`src/rtl/mbus_glitch_sweep_if.sv`:
```
// Link between the sweep sequencer and the glitch injector / test harness.
// The sequencer (master) drives the injector enable, the glitch width and the
// launch strobe. The harness (slave) answers with a pass/fail verdict.
interface mbus_glitch_sweep_if;
  logic        GLITCH_ENABLE;
  logic [31:0] GLITCH_CYCLES;
  logic        TRIAL_GO;
  logic        TRIAL_RESULT_VALID;
  logic        TRIAL_RESULT_FAIL;

  modport master (
    output GLITCH_ENABLE,
    output GLITCH_CYCLES,
    output TRIAL_GO,
    input  TRIAL_RESULT_VALID,
    input  TRIAL_RESULT_FAIL
  );

  modport slave (
    input  GLITCH_ENABLE,
    input  GLITCH_CYCLES,
    input  TRIAL_GO,
    output TRIAL_RESULT_VALID,
    output TRIAL_RESULT_FAIL
  );
endinterface

```
`src/rtl/mbus_glitch_sweep.sv`:
```
// Glitch-width sweep sequencer. Each trial does the following:
//   - holds the injector disabled for IDLE_GAP cycles;
//   - arms it and pulses TRIAL_GO;
//   - waits for a harness verdict or a timeout.
// It also counts failing and timed-out trials. Every output is registered.
module mbus_glitch_sweep #(
  parameter int unsigned IDLE_GAP = 16
) (
  input  logic                SYSCLK,
  input  logic                RESETn,
  input  logic                START,
  input  logic                ABORT,
  input  logic [31:0]         CFG_FIRST,
  input  logic [31:0]         CFG_STEP,
  input  logic [15:0]         CFG_NUM,
  input  logic [23:0]         CFG_TIMEOUT,
  mbus_glitch_sweep_if.master mbus,
  output logic                BUSY,
  output logic                DONE,
  output logic [15:0]         TRIAL_IDX,
  output logic [15:0]         FAIL_COUNT,
  output logic [15:0]         TIMEOUT_COUNT
);

  typedef enum logic [2:0] {
    S_IDLE,
    S_GAP,
    S_ARM,
    S_WAIT,
    S_NEXT
  } state_t;

  // The gap counter counts down to zero, so a load of IDLE_GAP-1 gives
  // exactly IDLE_GAP cycles in GAP.
  localparam logic [15:0] GAP_LOAD = 16'(IDLE_GAP - 1);

  state_t      state;
  logic [31:0] step_reg;
  logic [15:0] num_reg;
  logic [23:0] timeout_reg;
  logic [15:0] gap_cnt;
  logic [23:0] wait_cnt;

  // Sequencer FSM. State and every output are updated here together.
  always_ff @(posedge SYSCLK) begin
    if (!RESETn) begin
      state              <= S_IDLE;
      step_reg           <= '0;
      num_reg            <= '0;
      timeout_reg        <= '0;
      gap_cnt            <= '0;
      wait_cnt           <= '0;
      mbus.GLITCH_ENABLE <= 1'b0;
      mbus.GLITCH_CYCLES <= '0;
      mbus.TRIAL_GO      <= 1'b0;
      BUSY               <= 1'b0;
      DONE               <= 1'b0;
      TRIAL_IDX          <= '0;
      FAIL_COUNT         <= '0;
      TIMEOUT_COUNT      <= '0;
    end else if (ABORT) begin
      // ABORT beats START and a pending verdict. The statistics and the
      // width stay visible for post-mortem inspection.
      state              <= S_IDLE;
      mbus.GLITCH_ENABLE <= 1'b0;
      mbus.TRIAL_GO      <= 1'b0;
      BUSY               <= 1'b0;
      DONE               <= 1'b0;
    end else begin
      mbus.TRIAL_GO <= 1'b0;
      DONE          <= 1'b0;
      case (state)
        S_IDLE: begin
          if (START) begin
            if (CFG_NUM == 16'd0) begin
              DONE <= 1'b1;
            end else begin
              step_reg           <= CFG_STEP;
              num_reg            <= CFG_NUM;
              timeout_reg        <= CFG_TIMEOUT;
              mbus.GLITCH_CYCLES <= CFG_FIRST;
              TRIAL_IDX          <= '0;
              FAIL_COUNT         <= '0;
              TIMEOUT_COUNT      <= '0;
              gap_cnt            <= GAP_LOAD;
              BUSY               <= 1'b1;
              state              <= S_GAP;
            end
          end
        end
        S_GAP: begin
          if (gap_cnt == 16'd0) begin
            mbus.GLITCH_ENABLE <= 1'b1;
            mbus.TRIAL_GO      <= 1'b1;
            state              <= S_ARM;
          end else begin
            gap_cnt <= gap_cnt - 16'd1;
          end
        end
        S_ARM: begin
          wait_cnt <= '0;
          state    <= S_WAIT;
        end
        S_WAIT: begin
          // If a verdict and the timeout arrive in the same cycle, the
          // verdict is the one that counts.
          if (mbus.TRIAL_RESULT_VALID) begin
            if (mbus.TRIAL_RESULT_FAIL) begin
              FAIL_COUNT <= FAIL_COUNT + 16'd1;
            end
            mbus.GLITCH_ENABLE <= 1'b0;
            state              <= S_NEXT;
          end else if (wait_cnt == timeout_reg) begin
            TIMEOUT_COUNT      <= TIMEOUT_COUNT + 16'd1;
            mbus.GLITCH_ENABLE <= 1'b0;
            state              <= S_NEXT;
          end else begin
            wait_cnt <= wait_cnt + 24'd1;
          end
        end
        S_NEXT: begin
          if (TRIAL_IDX == num_reg - 16'd1) begin
            DONE  <= 1'b1;
            BUSY  <= 1'b0;
            state <= S_IDLE;
          end else begin
            TRIAL_IDX          <= TRIAL_IDX + 16'd1;
            mbus.GLITCH_CYCLES <= mbus.GLITCH_CYCLES + step_reg;
            gap_cnt            <= GAP_LOAD;
            state              <= S_GAP;
          end
        end
        default: begin
          state <= S_IDLE;
        end
      endcase
    end
  end

endmodule

```
`src/flat_wrapper.sv`:
```
// flat-port wrapper written by rule: the top's interface ports become plain ports
module mbus_glitch_sweep_flat 
#(
  parameter int unsigned IDLE_GAP = 16
)
  (SYSCLK, RESETn, START, ABORT, CFG_FIRST, CFG_STEP, CFG_NUM, CFG_TIMEOUT, BUSY, DONE, TRIAL_IDX, FAIL_COUNT, TIMEOUT_COUNT, mbus_GLITCH_ENABLE, mbus_GLITCH_CYCLES, mbus_TRIAL_GO, mbus_TRIAL_RESULT_VALID, mbus_TRIAL_RESULT_FAIL);
  mbus_glitch_sweep_if mbus_i ();
  input  logic SYSCLK;
  input  logic RESETn;
  input  logic START;
  input  logic ABORT;
  input  logic [31:0] CFG_FIRST;
  input  logic [31:0] CFG_STEP;
  input  logic [15:0] CFG_NUM;
  input  logic [23:0] CFG_TIMEOUT;
  output logic BUSY;
  output logic DONE;
  output logic [15:0] TRIAL_IDX;
  output logic [15:0] FAIL_COUNT;
  output logic [15:0] TIMEOUT_COUNT;
  output wire logic [$bits(mbus_i.GLITCH_ENABLE)-1:0] mbus_GLITCH_ENABLE;
  output wire logic [$bits(mbus_i.GLITCH_CYCLES)-1:0] mbus_GLITCH_CYCLES;
  output wire logic [$bits(mbus_i.TRIAL_GO)-1:0] mbus_TRIAL_GO;
  input wire logic [$bits(mbus_i.TRIAL_RESULT_VALID)-1:0] mbus_TRIAL_RESULT_VALID;
  input wire logic [$bits(mbus_i.TRIAL_RESULT_FAIL)-1:0] mbus_TRIAL_RESULT_FAIL;
  assign mbus_GLITCH_ENABLE = mbus_i.GLITCH_ENABLE;
  assign mbus_GLITCH_CYCLES = mbus_i.GLITCH_CYCLES;
  assign mbus_TRIAL_GO = mbus_i.TRIAL_GO;
  assign mbus_i.TRIAL_RESULT_VALID = mbus_TRIAL_RESULT_VALID;
  assign mbus_i.TRIAL_RESULT_FAIL = mbus_TRIAL_RESULT_FAIL;
  mbus_glitch_sweep #(.IDLE_GAP(IDLE_GAP)) u_core (.SYSCLK(SYSCLK), .RESETn(RESETn), .START(START), .ABORT(ABORT), .CFG_FIRST(CFG_FIRST), .CFG_STEP(CFG_STEP), .CFG_NUM(CFG_NUM), .CFG_TIMEOUT(CFG_TIMEOUT), .mbus(mbus_i), .BUSY(BUSY), .DONE(DONE), .TRIAL_IDX(TRIAL_IDX), .FAIL_COUNT(FAIL_COUNT), .TIMEOUT_COUNT(TIMEOUT_COUNT));
endmodule
```
`config.mk`:
```
export PLATFORM = sky130hd
export DESIGN_NAME = mbus_glitch_sweep_flat
export DESIGN_NICKNAME = d
export VERILOG_FILES = /design/src/rtl/mbus_glitch_sweep_if.sv /design/src/rtl/mbus_glitch_sweep.sv /design/src/flat_wrapper.sv
export SDC_FILE = /design/constraint.sdc
export NUM_CORES = 1
export LEC_CHECK = 0
export ABC_AREA = 0
export ABC_CLOCK_PERIOD_IN_PS = 4200
export BUFFER_PORTS_ARGS = -buffer_cell sky130_fd_sc_hd__buf_2
export CELL_PAD_IN_SITES_DETAIL_PLACEMENT = 0
export CELL_PAD_IN_SITES_GLOBAL_PLACEMENT = 1
export CORE_ASPECT_RATIO = 2
export CORE_MARGIN = 5
export CORE_UTILIZATION = 43
export CTS_BUF_LIST = sky130_fd_sc_hd__clkbuf_8
export DETAILED_ROUTE_END_ITERATION = 12
export PLACE_DENSITY = 0.93
export SETUP_SLACK_MARGIN = 0.02
export SLEW_MARGIN = 20
export SYNTH_ARGS = -nofsm -noshare
export SYNTH_HDL_FRONTEND = slang
export SYNTH_SLANG_ARGS = --single-unit
```
`constraint.sdc`:
```
create_clock -name SYSCLK -period 4.2 [get_ports SYSCLK]
set_input_delay 0.84 -clock SYSCLK [delete_from_list [all_inputs] [get_ports SYSCLK]]
set_output_delay 0.84 -clock SYSCLK [all_outputs]
set_load 0.01 [all_outputs]
```
==> reports/results.txt, run 1 <==
synth cell count leaders = nand2_1 (232), dfxtp_1 (199), nor2_1 (135)
Die ar. = 29,100 µm²
CP Data Required Time = 4630 ps
sequential area share after synthesis = 36.2%
dpl ws = 257 ps
Lkg Pwr = 5.01 nW
ys async rst share = 0%
clk slew on worst S/H paths = 100 ps
Post-Syn Instances = 1,383
Mapped Avg Cell Area = 7.95 µm²
RSZ-0062 raised after global routing = no
Routed WL per cell = 16.9 µm
Synth area leaders = dfxtp_1 (36%), nand2_1 (7.9%), a21oi_1 (5.7%)
Multi-input gate area = 6530 µm²
hold depth = 2
H-tree levels = 4
peak supply drop = 0.214 mV
Worst setup SP type = register
DR vias/cell = 5.58
combinational cell fraction of total power = 18.2%
DIE WIDTH = 123 µm
area share of the largest cell type after synthesis = 36.2%
gpl congestion = 0.861
Initial DRT Pass Iterations = 5
Final Power = 3.93 mW
initial antenna violation count = 1
CP Class = register to register
root buf cell = clkbuf_8
row count = 82
Die Height = 236 µm
final period utilization = 92.0%
layout cells sized above 1 = 18.3%
Reg area = 3980 µm²
Starting Density = 43.7%
Sw Share = 30.4%
Slew @ Worst Pin = 978 ps
vias in the first global route = 10,600
final instance area = 12,500 µm²
Cell Area, Placed = 12,200 µm²
clock skew = 16.1 ps
min Tclk post-route = 3860 ps
GRT Overall Usage = 21.8%
routed via count = 10,500
Final #Nets = 1,693
dominant cell type by area after synthesis = dfxtp_1
final setup vio count = 0
CP Capture Type = register
ANT nets after route = 0
status = completed
FMAX = 259 MHz
core area = 25,100 µm²
Clock Path Buffers = 2
Syn Nets = 1,531
Area Growth Syn to Fin = 14.1%
total negative slack = 0 ps
clock sink count = 199
Pins Over Slew Limit = 0
Reg2Reg Depth = 11
clock power share = 29.9%
PwrDens = 313 nW/µm²
largest net degree at the start of global routing = 73
port buffer count = 193
ys flop type = dfxtp_1
Overflow after GRT = 0
Yosys Warn Count = 0
Slew headroom = 34.7%
DRC = 0
P_sw = 1.19 mW
max cap viols = 0
IO Pins = 194
global-route wire length before repair = 50,900 µm
Hold Vio Cnt, Final = 0
post-synth cell types = 82
post-synthesis instance area = 11,000 µm²
number of synthesized flops with an enable pin = 0
Hold Path Class = register to register
Flop pwr share = 51.9%
clk_lat worst skew = 500 ps
final wirelength = 32,100 µm
Final Worst Setup Slack = 337 ps
FILL cells = 2,503
post-synthesis register bit count = 199
CP Data Arrival Time = 4290 ps
count leader, synth = nand2_1
DRT iter0 DRCs = 579
Power Internal = 2.73 mW
crit path max fanout = 15
DP HPWL = 24,100 µm
TritonCTS clock tree = built
CTS Buf Count = 17
[routing by layer]
layer	vias to the layer above	share of wire, %	track usage, %	wire length (µm)
li1	5192	-	-	-
met1	4951	37	22.6	11900
met2	316	53	40.3	17100
met3	89	4.7	3.52	1520
met4	0	4.8	12.2	1520
met5	-	0	0	0
[cells by family after synthesis]
| family | count (synthesis) | synth area share [%] |
|---|---|---|
| flops | 199 | 36.2 |
| xor+xnor | 121 | 9.64 |
| compound gates | 302 | 17.2 |
| mux | 16 | 1.46 |
| buf+inv | 102 | 4.61 |
| fa+ha+maj | 38 | 4.39 |
| simple gates | 605 | 26.5 |
[power by group through the flow]
stage	sequential, mW	combinational, mW	clock, mW
floorplan	2.07	0.495	0
global placement	2.08	0.697	0
detailed placement	2.08	0.711	0
CTS	2.04	0.714	1.21
global route	2.05	0.794	1.27
finish	2.04	0.716	1.17
[cell usage in the layout (no fill, tap or decap), types with 15 or more instances in the layout]
master and count:
nand2_1 231, dfxtp_1 199, buf_2 193, nor2_1 134, a21oi_1 126, xnor2_1 69, o21ai_0 56, xor2_1 52
nand3_1 39, ha_1 37, nand4_1 30, nor3_1 30, inv_1 26, buf_4 23, a31oi_1 21, and3_1 20
a211oi_1 19, clkbuf_8 18, nor4_1 17, mux2i_1 16, or3_1 15
[metrics by stage]
stage | util, % | instances | hold slack (ps)
2_1_floorplan | - | 1383 | 440
3_3_place_gp | 48.5 | 1861 | 447
3_5_place_dp | 48.5 | 1861 | 456
4_1_cts | 49.9 | 1890 | 471
5_1_grt | 49.9 | 1892 | 490
6_report | 49.9 | 1892 | 468
[worst paths after layout]
check                                                       from                                to  slack (ps)
worst max-delay path              u_core.num_reg[0]$_SDFFE_PN0P_    u_core.gap_cnt[8]$_SDFFE_PN0P_         340
worst min-delay path            u_core.step_reg[15]$_SDFFE_PN0P_  u_core.step_reg[15]$_SDFFE_PN0P_         470
worst max register to register    u_core.num_reg[0]$_SDFFE_PN0P_    u_core.gap_cnt[8]$_SDFFE_PN0P_         340
worst min register to register  u_core.step_reg[15]$_SDFFE_PN0P_  u_core.step_reg[15]$_SDFFE_PN0P_         470
[area by class of cell]
type,count,area share (%)
timing repair buffer,217,9.23
antenna,1,0.0199
inverter,27,0.808
sequential,199,31.7
clock inverter,11,0.808
tap,336,3.35
multi-input combinational,1083,52.1
clock buffer,18,1.97
[critical path, cell delays in order (launching register included)]
cell      delay, ps
dfxtp_1         370
inv_1            80
ha_1            250
or4b_1          590
or3b_4          440
mux2i_1         130
o311ai_1        500
and4_2          570
or2_1           180
buf_4           280
nand2_2         220
a21oi_1         190
[timing repair]
item | in CTS | in global routing
endpoints found under the setup margin | 0 | 16
buffers inserted | 0 | 0
hold endpoints to repair | 0 | 0
hold buffers | 0 | 0
gates resized for setup | 0 | 1
No activity file was read; power rests on OpenSTA's default activity.
==> run 2, diff against run 1 <==
--- a/config.mk
+++ b/config.mk
@@ -7,7 +7,7 @@
 export LEC_CHECK = 0
 export ABC_AREA = 0
 export ABC_CLOCK_PERIOD_IN_PS = 4200
-export BUFFER_PORTS_ARGS = -buffer_cell sky130_fd_sc_hd__buf_2
+export BUFFER_PORTS_ARGS = -buffer_cell sky130_fd_sc_hd__clkbuf_2
 export CELL_PAD_IN_SITES_DETAIL_PLACEMENT = 0
 export CELL_PAD_IN_SITES_GLOBAL_PLACEMENT = 1
 export CORE_ASPECT_RATIO = 2
==> run 2 against run 1 <==
Core utilization barely moved. Critical path type unchanged. Combinational power fell by 1%. Routed wire length fell by 1.3%.
==> reports/results.txt, run 2 (same netlist as run 1, synthesis figures left out) <==
status = completed
Hold Vio Cnt, Final = 0 (unchanged)
Die Height = 236 µm (unchanged)
row count = 82 (unchanged)
core area = 25,100 µm² (unchanged)
final core occ = 49.9% (about the same)
CTS Buf Count = 17 (unchanged)
TritonCTS clock tree = built
peak supply drop = 0.239 mV (+12%)
Slew @ Worst Pin = 1040 ps (+59.3 ps)
Clock Path Buffers = 2 (unchanged)
total negative slack = 0 ps (unchanged)
final wirelength = 31,600 µm (-1.3%)
CP Data Arrival Time = 4160 ps (-130 ps)
CP Data Required Time = 4640 ps (about the same)
clock sink count = 199 (unchanged)
Area Growth Syn to Fin = 14.1% (about the same)
FMAX = 268 MHz (+3.6%)
Initial DRT Pass Iterations = 5 (unchanged)
final setup vio count = 0 (unchanged)
Overflow after GRT = 0 (unchanged)
DRT iter0 DRCs = 505 (-13%)
number of setup buffers added after CTS = 0 (unchanged)
initial antenna violation count = 2 (+1)
clock skew = 12.4 ps (-3.73 ps)
routed via count = 10,500 (-0.82%)
clk slew on worst S/H paths = 110 ps (about the same)
DP HPWL = 23,800 µm (-1.1%)
Slew headroom = 30.8% (-3.9 points)
RSZ-0062 raised after global routing = no
ANT nets after route = 0 (unchanged)
DIE WIDTH = 123 µm (unchanged)
largest net degree at the start of global routing = 73 (unchanged)
max cap viols = 0 (unchanged)
FILL cells = 2,532 (+1.2%)
Hold Path Class = register to register
layout cells sized above 1 = 18.2% (-0.12 points)
Lkg Pwr = 4.95 nW (-1.3%)
DRC = 0 (unchanged)
CP Capture Type = register
port buffer count = 193 (unchanged)
cts hold-fix bufs = 0 (unchanged)
Pins Over Slew Limit = 0 (unchanged)
post-cts sizing count = 0 (unchanged)
global-route wire length before repair = 50,900 µm (about the same)
vias in the first global route = 10,600 (-0.0095%)
Die ar. = 29,100 µm² (unchanged)
commonest non-fill, non-tap cells in the layout = nand2_1 (231), dfxtp_1 (199), clkbuf_2 (193), nor2_1 (134), a21oi_1 (126)
PwrDens = 317 nW/µm² (+1.3%)
final period utilization = 88.8% (-3.2 points)
Reg area = 3980 µm² (unchanged)
Starting Density = 43.7% (unchanged)
IO Pins = 194 (unchanged)
min Tclk post-route = 3730 ps (-135 ps)
gpl congestion = 0.922 (+7.2%)
DR vias/cell = 5.53 (-0.76%)
GRT Overall Usage = 21.8% (about the same)
root buf cell = clkbuf_8
Final Power = 3.98 mW (+1.3%)
commonest non-fill, non-tap cell in the layout = nand2_1
CP Class = register to register
Final #Nets = 1,689 (-0.24%)
crit path max fanout = 15 (unchanged)
Worst setup SP type = register
clk_lat worst skew = 510 ps (about the same)
Routed WL per cell = 16.7 µm (-1.3%)
H-tree levels = 4 (unchanged)
Multi-input gate area = 6530 µm² (-0.11%)
[run 2: cell count changes in the layout (fill, tap and decap cells not counted), sizes merged]
| cell | before | now |
|---|---|---|
| buf | 217 | 21 |
| nor2 | 137 | 136 |
| clkinvlp | 1 | 4 |
| clkbuf | 18 | 210 |
| inv | 30 | 33 |
| clkinv | 6 | 4 |
[run 2: layer usage]
metal | global-route usage (%) | part of all wire, % | up-vias
met5 | 0 | 0 | -
met4 | 10.9 | 4.0 | 0
met3 | 3.88 | 4.7 | 73
met2 | 40.7 | 54 | 273
met1 | 22.6 | 38 | 4927
li1 | - | - | 5189
[run 2: final timing paths]
| check | startpoint | endpoint | slack, ps | cells after the start |
|---|---|---|---|---|
| setup / recovery | u_core.num_reg[0]$_SDFFE_PN0P_ | u_core.gap_cnt[4]$_SDFFE_PN0P_ | 470 | 11 |
| hold / removal | u_core.step_reg[4]$_SDFFE_PN0P_ | u_core.step_reg[4]$_SDFFE_PN0P_ | 460 | 2 |
| setup reg to reg | u_core.num_reg[0]$_SDFFE_PN0P_ | u_core.gap_cnt[4]$_SDFFE_PN0P_ | 470 | 11 |
| hold reg to reg | u_core.step_reg[4]$_SDFFE_PN0P_ | u_core.step_reg[4]$_SDFFE_PN0P_ | 460 | 2 |
[run 2: critical path: stages, from the launching register on]
cell      delay [ps]
dfxtp_1          380
inv_1             80
ha_1             240
or4b_1           580
or3b_4           440
mux2i_1          130
o311ai_1         570
and4_1           400
or2_1            160
buf_4            260
nand2_2          210
a21oi_1          210
[run 2: layout make-up]
type / count / area share [%]
flip-flops and latches: 199 / 31.8
multi-input cells: 1082 / 52.0
well taps: 336 / 3.35
diodes: 1 / 0.0199
inverters: 27 / 0.808
clock buffers: 17 / 1.86
clock inverters: 15 / 1.14
repair buffers: 214 / 9.05
[run 2: where the power goes]
group | leakage (nW) | internal [mW] | switching, mW
clock | 0.182 | 0.481 | 0.751
sequential | 1.62 | 1.96 | 0.0761
combinational | 3.15 | 0.288 | 0.420
[run 2: metrics by stage]
step / setup WS (ps) / cell area (µm²) / hold WS [ps] / std cells
global route: 254 / 12500 / 486 / 1891
global placement: 668 / 12200 / 447 / 1858
detailed placement: 548 / 12200 / 452 / 1858
floorplan: 931 / 11000 / 440 / 1383
finish: 472 / 12500 / 463 / 1891
CTS: 511 / 12500 / 467 / 1890
